`src/rtl/imem_arbiter_if.sv`:
```
`default_nettype none
// ============================================================================
// Module      : imem_arbiter_if
// Description : Bus bundle between the fetch stage, the program loader, the
//               instruction-memory arbiter and the single-port memory macro.
//               The arbiter connects through the 'slave' modport; the
//               environment (fetch stage, loader and memory) uses 'master'.
//               Signal groups:
//                 f_*   fetch read port (req/addr/flush in, gnt/stall/rvalid/
//                       rdata out)
//                 l_*   loader read/write port (req/we/lock/addr/wdata in,
//                       gnt/rvalid/rdata out)
//                 mem_* memory macro port (en/we/addr/wdata out, rdata in)
// Revision    : 1.0 - initial release
// ============================================================================
interface imem_arbiter_if #(
    parameter int ADDR_W = 32,
    parameter int DATA_W = 32
);
    // Fetch requester
    logic              f_req;
    logic [ADDR_W-1:0] f_addr;
    logic              f_flush;
    logic              f_gnt;
    logic              f_stall;
    logic              f_rvalid;
    logic [DATA_W-1:0] f_rdata;

    // Program loader
    logic              l_req;
    logic              l_we;
    logic              l_lock;
    logic [ADDR_W-1:0] l_addr;
    logic [DATA_W-1:0] l_wdata;
    logic              l_gnt;
    logic              l_rvalid;
    logic [DATA_W-1:0] l_rdata;

    // Memory macro
    logic              mem_en;
    logic              mem_we;
    logic [ADDR_W-1:0] mem_addr;
    logic [DATA_W-1:0] mem_wdata;
    logic [DATA_W-1:0] mem_rdata;

    // Arbiter view
    modport slave (
        input  f_req, f_addr, f_flush,
        output f_gnt, f_stall, f_rvalid, f_rdata,
        input  l_req, l_we, l_lock, l_addr, l_wdata,
        output l_gnt, l_rvalid, l_rdata,
        output mem_en, mem_we, mem_addr, mem_wdata,
        input  mem_rdata
    );

    // Environment view (requesters and memory)
    modport master (
        output f_req, f_addr, f_flush,
        input  f_gnt, f_stall, f_rvalid, f_rdata,
        output l_req, l_we, l_lock, l_addr, l_wdata,
        input  l_gnt, l_rvalid, l_rdata,
        input  mem_en, mem_we, mem_addr, mem_wdata,
        output mem_rdata
    );
endinterface
`default_nettype wire

```
`src/rtl/imem_arbiter.sv`:
```
`default_nettype none
// ============================================================================
// Module      : imem_arbiter
// Description : Arbitrates the single-port synchronous instruction memory
//               between the fetch stage (read-only) and the program loader
//               (read/write). Fetch has priority but is limited to
//               FETCH_BURST_MAX consecutive grants while the loader waits.
//               The loader can lock the memory for exclusive use. A pipeline
//               flush kills the outstanding fetch response.
// Ports       : clk  - core clock
//               rst  - asynchronous active-high reset
//               bus  - imem_arbiter_if.slave (fetch, loader and memory ports)
//               perf_stall_cnt / perf_kill_cnt - only with the optional
//               feature macro IMEM_ARBITER_PERF_EN defined: saturating count
//               of fetch stall cycles and of suppressed fetch responses.
// Parameters  : ADDR_W, DATA_W, FETCH_BURST_MAX (1..255)
// Revision    : 1.0 - initial release
// ============================================================================
module imem_arbiter #(
    parameter int ADDR_W          = 32,
    parameter int DATA_W          = 32,
    parameter int FETCH_BURST_MAX = 8
) (
    input  logic              clk,
    input  logic              rst,
    imem_arbiter_if.slave     bus
`ifdef IMEM_ARBITER_PERF_EN
    ,
    output logic [31:0]       perf_stall_cnt,
    output logic [15:0]       perf_kill_cnt
`endif
);

    // ------------------------------------------------------------------------
    // Constants and types
    // ------------------------------------------------------------------------
    localparam logic [7:0]        c_burst_max = 8'(FETCH_BURST_MAX);
    // Word alignment: the two byte-offset bits never reach the memory.
    localparam logic [ADDR_W-1:0] c_addr_mask = ~(ADDR_W'(3));

    typedef enum logic [0:0] {
        ST_RUN  = 1'b0,
        ST_LOCK = 1'b1
    } state_t;

    typedef enum logic [1:0] {
        OWN_NONE   = 2'd0,
        OWN_FETCH  = 2'd1,
        OWN_LOADER = 2'd2
    } owner_t;

    // ------------------------------------------------------------------------
    // State
    // ------------------------------------------------------------------------
    state_t     r_state;
    logic [7:0] r_burst_cnt;
    owner_t     r_rd_owner;
    logic       r_f_kill;

    // ------------------------------------------------------------------------
    // Grant decision
    // ------------------------------------------------------------------------
    logic w_burst_hit;
    logic w_f_gnt;
    logic w_l_gnt;
    logic w_f_stall;
    logic w_f_rvalid;
    logic w_l_rvalid;

    // Fetch has used up its quota while the loader is waiting.
    assign w_burst_hit = bus.l_req && (r_burst_cnt == c_burst_max);

    always_comb begin
        w_f_gnt = 1'b0;
        w_l_gnt = 1'b0;
        // Grants are suppressed while reset is asserted so that every
        // output reads 0 during reset, not only after the first edge.
        if (!rst) begin
            case (r_state)
                ST_RUN: begin
                    if (bus.f_req && !w_burst_hit) begin
                        w_f_gnt = 1'b1;
                    end else if (bus.l_req) begin
                        w_l_gnt = 1'b1;
                    end
                end
                ST_LOCK: begin
                    w_l_gnt = bus.l_req;
                end
                default: begin
                    w_f_gnt = 1'b0;
                    w_l_gnt = 1'b0;
                end
            endcase
        end
    end

    assign w_f_stall = bus.f_req && !w_f_gnt && !rst;

    // A fetch response is dropped if the read was killed at grant time or
    // if a flush arrives in the response cycle itself.
    assign w_f_rvalid = (r_rd_owner == OWN_FETCH) && !r_f_kill && !bus.f_flush;
    assign w_l_rvalid = (r_rd_owner == OWN_LOADER);

    // ------------------------------------------------------------------------
    // Output drive
    // ------------------------------------------------------------------------
    assign bus.f_gnt    = w_f_gnt;
    assign bus.l_gnt    = w_l_gnt;
    assign bus.f_stall  = w_f_stall;

    assign bus.f_rvalid = w_f_rvalid;
    assign bus.f_rdata  = w_f_rvalid ? bus.mem_rdata : '0;
    assign bus.l_rvalid = w_l_rvalid;
    assign bus.l_rdata  = w_l_rvalid ? bus.mem_rdata : '0;

    assign bus.mem_en    = w_f_gnt || w_l_gnt;
    assign bus.mem_we    = w_l_gnt && bus.l_we;
    assign bus.mem_addr  = w_f_gnt ? (bus.f_addr & c_addr_mask) :
                           w_l_gnt ? (bus.l_addr & c_addr_mask) : '0;
    assign bus.mem_wdata = (w_l_gnt && bus.l_we) ? bus.l_wdata : '0;

    // ------------------------------------------------------------------------
    // FSM, burst counter, read-owner tracking
    // ------------------------------------------------------------------------
    always_ff @(posedge clk or posedge rst) begin
        if (rst) begin
            r_state     <= ST_RUN;
            r_burst_cnt <= 8'd0;
            r_rd_owner  <= OWN_NONE;
            r_f_kill    <= 1'b0;
        end else begin
            // Lock takes effect one cycle after l_lock rises and releases
            // one cycle after it falls; a grant in the transition cycle is
            // decided by the current state and completes normally.
            case (r_state)
                ST_RUN:  r_state <= bus.l_lock ? ST_LOCK : ST_RUN;
                ST_LOCK: r_state <= bus.l_lock ? ST_LOCK : ST_RUN;
                default: r_state <= ST_RUN;
            endcase

            // Counts fetch grants that overtook a waiting loader.
            if (w_l_gnt || !bus.l_req) begin
                r_burst_cnt <= 8'd0;
            end else if (w_f_gnt && (r_burst_cnt != c_burst_max)) begin
                r_burst_cnt <= r_burst_cnt + 8'd1;
            end

            if (w_f_gnt) begin
                r_rd_owner <= OWN_FETCH;
            end else if (w_l_gnt && !bus.l_we) begin
                r_rd_owner <= OWN_LOADER;
            end else begin
                r_rd_owner <= OWN_NONE;
            end

            r_f_kill <= w_f_gnt && bus.f_flush;
        end
    end

`ifdef IMEM_ARBITER_PERF_EN
    // ------------------------------------------------------------------------
    // Performance counters (saturating)
    // ------------------------------------------------------------------------
    logic        w_kill_evt;
    logic [31:0] r_perf_stall;
    logic [15:0] r_perf_kill;

    assign w_kill_evt = (r_rd_owner == OWN_FETCH) && (r_f_kill || bus.f_flush);

    always_ff @(posedge clk or posedge rst) begin
        if (rst) begin
            r_perf_stall <= 32'd0;
            r_perf_kill  <= 16'd0;
        end else begin
            if (w_f_stall && (r_perf_stall != 32'hFFFF_FFFF)) begin
                r_perf_stall <= r_perf_stall + 32'd1;
            end
            if (w_kill_evt && (r_perf_kill != 16'hFFFF)) begin
                r_perf_kill <= r_perf_kill + 16'd1;
            end
        end
    end

    assign perf_stall_cnt = r_perf_stall;
    assign perf_kill_cnt  = r_perf_kill;
`endif

endmodule
`default_nettype wire
```
`src/flat_wrapper.sv`:
```
// flat-port wrapper written by rule: the top's interface ports become plain ports
module imem_arbiter_flat 
#(
    parameter int ADDR_W          = 32,
    parameter int DATA_W          = 32,
    parameter int FETCH_BURST_MAX = 8
)
  (clk, rst, bus_f_req, bus_f_addr, bus_f_flush, bus_f_gnt, bus_f_stall, bus_f_rvalid, bus_f_rdata, bus_l_req, bus_l_we, bus_l_lock, bus_l_addr, bus_l_wdata, bus_l_gnt, bus_l_rvalid, bus_l_rdata, bus_mem_en, bus_mem_we, bus_mem_addr, bus_mem_wdata, bus_mem_rdata);
  imem_arbiter_if #(.ADDR_W(ADDR_W), .DATA_W(DATA_W)) bus_i ();
  input  logic clk;
  input  logic rst;
  input wire logic [$bits(bus_i.f_req)-1:0] bus_f_req;
  input wire logic [$bits(bus_i.f_addr)-1:0] bus_f_addr;
  input wire logic [$bits(bus_i.f_flush)-1:0] bus_f_flush;
  output wire logic [$bits(bus_i.f_gnt)-1:0] bus_f_gnt;
  output wire logic [$bits(bus_i.f_stall)-1:0] bus_f_stall;
  output wire logic [$bits(bus_i.f_rvalid)-1:0] bus_f_rvalid;
  output wire logic [$bits(bus_i.f_rdata)-1:0] bus_f_rdata;
  input wire logic [$bits(bus_i.l_req)-1:0] bus_l_req;
  input wire logic [$bits(bus_i.l_we)-1:0] bus_l_we;
  input wire logic [$bits(bus_i.l_lock)-1:0] bus_l_lock;
  input wire logic [$bits(bus_i.l_addr)-1:0] bus_l_addr;
  input wire logic [$bits(bus_i.l_wdata)-1:0] bus_l_wdata;
  output wire logic [$bits(bus_i.l_gnt)-1:0] bus_l_gnt;
  output wire logic [$bits(bus_i.l_rvalid)-1:0] bus_l_rvalid;
  output wire logic [$bits(bus_i.l_rdata)-1:0] bus_l_rdata;
  output wire logic [$bits(bus_i.mem_en)-1:0] bus_mem_en;
  output wire logic [$bits(bus_i.mem_we)-1:0] bus_mem_we;
  output wire logic [$bits(bus_i.mem_addr)-1:0] bus_mem_addr;
  output wire logic [$bits(bus_i.mem_wdata)-1:0] bus_mem_wdata;
  input wire logic [$bits(bus_i.mem_rdata)-1:0] bus_mem_rdata;
  assign bus_i.f_req = bus_f_req;
  assign bus_i.f_addr = bus_f_addr;
  assign bus_i.f_flush = bus_f_flush;
  assign bus_f_gnt = bus_i.f_gnt;
  assign bus_f_stall = bus_i.f_stall;
  assign bus_f_rvalid = bus_i.f_rvalid;
  assign bus_f_rdata = bus_i.f_rdata;
  assign bus_i.l_req = bus_l_req;
  assign bus_i.l_we = bus_l_we;
  assign bus_i.l_lock = bus_l_lock;
  assign bus_i.l_addr = bus_l_addr;
  assign bus_i.l_wdata = bus_l_wdata;
  assign bus_l_gnt = bus_i.l_gnt;
  assign bus_l_rvalid = bus_i.l_rvalid;
  assign bus_l_rdata = bus_i.l_rdata;
  assign bus_mem_en = bus_i.mem_en;
  assign bus_mem_we = bus_i.mem_we;
  assign bus_mem_addr = bus_i.mem_addr;
  assign bus_mem_wdata = bus_i.mem_wdata;
  assign bus_i.mem_rdata = bus_mem_rdata;
  imem_arbiter #(.ADDR_W(ADDR_W), .DATA_W(DATA_W), .FETCH_BURST_MAX(FETCH_BURST_MAX)) u_core (.clk(clk), .rst(rst), .bus(bus_i));
endmodule
```
`config.mk`:
```
export PLATFORM = sky130hd
export DESIGN_NAME = imem_arbiter_flat
export DESIGN_NICKNAME = d
export VERILOG_FILES = /design/src/rtl/imem_arbiter_if.sv /design/src/rtl/imem_arbiter.sv /design/src/flat_wrapper.sv
export SDC_FILE = /design/constraint.sdc
export NUM_CORES = 1
export LEC_CHECK = 0
export BUFFER_PORTS_ARGS = -buffer_cell sky130_fd_sc_hd__buf_4
export CAP_MARGIN = 10
export CORE_AREA = 5 5 101 103
export CTS_CLUSTER_DIAMETER = 150
export DETAILED_ROUTE_END_ITERATION = 10
export DIE_AREA = 0 0 106 108
export MAX_ROUTING_LAYER = met4
export SYNTH_ARGS = -nofsm -noshare
export SYNTH_HDL_FRONTEND = slang
export SYNTH_SLANG_ARGS = --single-unit
```
`constraint.sdc`:
```
create_clock -name clk -period 2.5 [get_ports clk]
set_clock_uncertainty 0.1 [all_clocks]
set_input_delay 0 -clock clk [delete_from_list [all_inputs] [get_ports clk]]
set_output_delay 0 -clock clk [all_outputs]
set_load 0.01 [all_outputs]
```
==> reports/summary.txt <==
DRT iter0 DRCs -> 77
area growth from synthesis to final layout -> 125%
Num CTS Buffers -> 3
DR top layer -> met4
Worst IR Drop VDD -> 136 uV
aggregate global-route resource usage -> 16.3%
worst hold path class -> input pin to register
largest net degree at the start of global routing -> 65
Top FF cell, synth -> dfrtp_1
CP max FO -> 64
initial antenna violation count -> 0
worst hold start -> bus_l_we
CTS Buffer Depth -> 2
Core Region -> 9110 um^2
Leak -> 2.20 nW
clk slew on worst S/H paths -> 0.05 ns
# port buffers -> 263
vias in the first global route -> 2608
CP top delay family -> simple AND/OR/NAND/NOR gates
slowest stage delay, CP -> 0.41 ns
number of synthesized register bits -> 12
Internal Power -> 0.596 mW
outcome -> complete, no violations
clk root buf -> clkbuf_8
Max Cap Violations -> 0
chip width -> 106 um
net switching power -> 0.246 mW
M1 wire length -> 3.64 mm
post-synthesis cell type count -> 36
Max Freq -> 440 MHz
number of enable flip-flop cells after synthesis -> 0
hold endpoint -> u_core.r_rd_owner[1]
layout cells sized above 1 -> 59.2%
Worst R2R End -> u_core.r_burst_cnt[6]
Remaining DRCs -> 0
Final WS setup -> 0.227 ns
Req. time, crit path -> 2.40 ns
worst skew pair latency -> 0.24 ns
slack of the worst reg-to-reg path -> 0.56 ns
Ports -> 270
Tmin final -> 2.27 ns
total number of vias -> 2604
Setup Buffers After CTS -> 0
# fillers -> 940
combinational share of power -> 51.5%
CP endpoint kind -> primary output
setup TNS -> 0 ns
Worst Hold Depth -> 2
HPWL after DPL -> 8.92 mm
H-tree levels -> 1
sequential area share after synthesis -> 17.6%
Antenna diodes -> 0
reg-to-reg startpoint -> u_core.r_burst_cnt[0]
vias per inst -> 4.44
endpoints failing setup -> 0
RSZ-0062 raised after global routing -> no
pwr dens -> 220 nW/um^2
Async SR Flop Fraction -> 100%
Max Slew Vio Count -> 0
total gr overflow -> 0
worst-path cell with the longest stage delay -> dfrtp_1
crit path kind -> register to primary output
die height -> 108 um
nets -> 613
clock sink total -> 12
syn avg cell area -> 7.73 um^2
Pre-antenna DRT Iters -> 4
routed wire length -> 10.1 mm
worst reg2reg path depth -> 7
dpl ws -> 0.477 ns
Mapped Cells -> 220
Synthesis Warnings -> 0
DR WL/cell -> 17.2 um
Die Area -> 11400 um^2
overall power -> 0.842 mW
Rows -> 35
part of the power in registers -> 23.7%
met3 wire length -> 1.10 mm
CTS tree -> done
period utilisation layout -> 90.9%
CP cell instances -> inv_1 > ha_1 > nor3b_2 > a21oi_2 > nor3_4 > buf_12 > and3_1 > buf_4
Placer Congestion -> 0.855
Arr. time, crit path -> 2.17 ns
wire length on met2 -> 5.20 mm
first-pass GRT wire length -> 14.4 mm
Crit path buffers/inverters -> 3
Net Sw Frac -> 29.2%
Fin. Hold Viols -> 0
power share of the clock group -> 24.8%
post-route ant nets -> 0
Synth Cell Area -> 1700 um^2
initial core utilization -> 18.7%
CP Launch Type -> register
synth_stat cells (2+ instances only):
library cell | number | area, um^2
a21oi_1 | 4 | 20.0
a22o_1 | 30 | 263
a22oi_1 | 2 | 15.0
a31oi_1 | 3 | 18.8
and2_1 | 66 | 413
and3_1 | 33 | 206
buf_2 | 2 | 10.0
buf_4 | 2 | 15.0
buf_6 | 6 | 67.6
clkbuf_1 | 13 | 48.8
dfrtp_1 | 12 | 300
ha_1 | 2 | 25.0
inv_1 | 4 | 15.0
nand2_1 | 8 | 30.0
nand3_1 | 4 | 20.0
nor2_1 | 6 | 22.5
nor4_1 | 2 | 12.5
o21ai_0 | 3 | 15.0
kinds of logic (layout without fill, tap and decap cells):
kind of cell	after synthesis	in the layout	share of synthesized area, %
compound gates	46	46	22.1
other cells	1	2	0.220
flops	12	12	17.6
fa+ha+maj	2	2	1.47
mux	2	2	1.25
buf+inv	27	281	9.19
simple gates	130	130	48.1
power by group through the flow:
| stage | registers, mW | clock network [mW] | logic (mW) |
|---|---|---|---|
| floorplan | 0.202 | 0 | 0.150 |
| global route | 0.201 | 0.224 | 0.468 |
| global placement | 0.203 | 0 | 0.431 |
| detailed placement | 0.203 | 0 | 0.435 |
| finish | 0.200 | 0.209 | 0.434 |
| CTS | 0.200 | 0.214 | 0.441 |
layout by cell type (no fill, tap or decap), drive strengths merged:
master / Yosys / layout
a21oi: 5 / 5
a22o: 30 / 30
a22oi: 2 / 2
a31oi: 4 / 4
and2: 66 / 66
and3: 33 / 33
buf: 10 / 269
clkbuf: 13 / 4
conb: 1 / 2
dfrtp: 12 / 12
dlygate4sd3: 0 / 4
ha: 2 / 2
inv: 4 / 4
mux2: 1 / 1
mux2i: 1 / 1
nand2: 8 / 8
nand2b: 1 / 1
nand3: 4 / 4
nand4: 1 / 1
nor2: 6 / 6
nor2b: 1 / 1
nor3: 1 / 1
nor3b: 2 / 2
nor4: 2 / 2
nor4b: 2 / 2
o211ai: 1 / 1
o21a: 1 / 1
o21ai: 3 / 3
or3: 1 / 1
or3b: 2 / 2
state kept, by name, summed over array words and instances (netlist names):
register and cells:
u_core.r_state 1, u_core.r_f_kill 1, u_core.r_burst_cnt 8, u_core.r_rd_owner 2
timing repair:
| action | CTS | global route |
|---|---|---|
| resized for setup | 0 | 0 |
| hold endpoints to repair | 16 | 0 |
| hold buffers | 4 | 0 |
worst max-delay path by stage:
| stage | startpoint | to | slack, ns | cells past startpoint |
|---|---|---|---|---|
| after floorplan | u_core.r_burst_cnt[0] | bus_mem_wdata[23] | 0.65 | 7 |
| after global placement | u_core.r_burst_cnt[0] | bus_mem_addr[27] | 0.54 | 8 |
| after detailed placement | u_core.r_burst_cnt[0] | bus_mem_wdata[21] | 0.48 | 8 |
| after CTS | u_core.r_burst_cnt[0] | bus_mem_wdata[21] | 0.21 | 8 |
| after global routing | u_core.r_burst_cnt[0] | bus_mem_wdata[21] | 0.07 | 8 |
| final | u_core.r_burst_cnt[0] | bus_mem_wdata[21] | 0.23 | 8 |
stage by stage:
stage	area [um^2]	hold slack, ns	util, %	instances
CTS	3840	0.0267	42.1	586
global route	3840	0.0631	42.1	586
detailed placement	3740	0.0184	41.1	578
floorplan	1710	-0.0686	-	221
global placement	3740	0.0136	41.1	578
finish	3840	0.0386	42.1	586
layout make-up:
| class | count | area, um^2 | share of cell area, % |
|---|---|---|---|
| timing repair buffer | 273 | 2070 | 54.0 |
| multi-input combinational | 182 | 1250 | 32.7 |
| sequential | 12 | 300 | 7.83 |
| clock buffer | 4 | 55.1 | 1.44 |
| tap | 111 | 139 | 3.62 |
| inverter | 4 | 15.0 | 0.391 |
routing by layer:
layer	track usage (%)	vias up
met5	-	-
met4	2.22	0
met3	4.78	8
met2	30.0	178
met1	17.8	1136
li1	-	1282
Note: power is estimated with default switching activity, not from simulation.
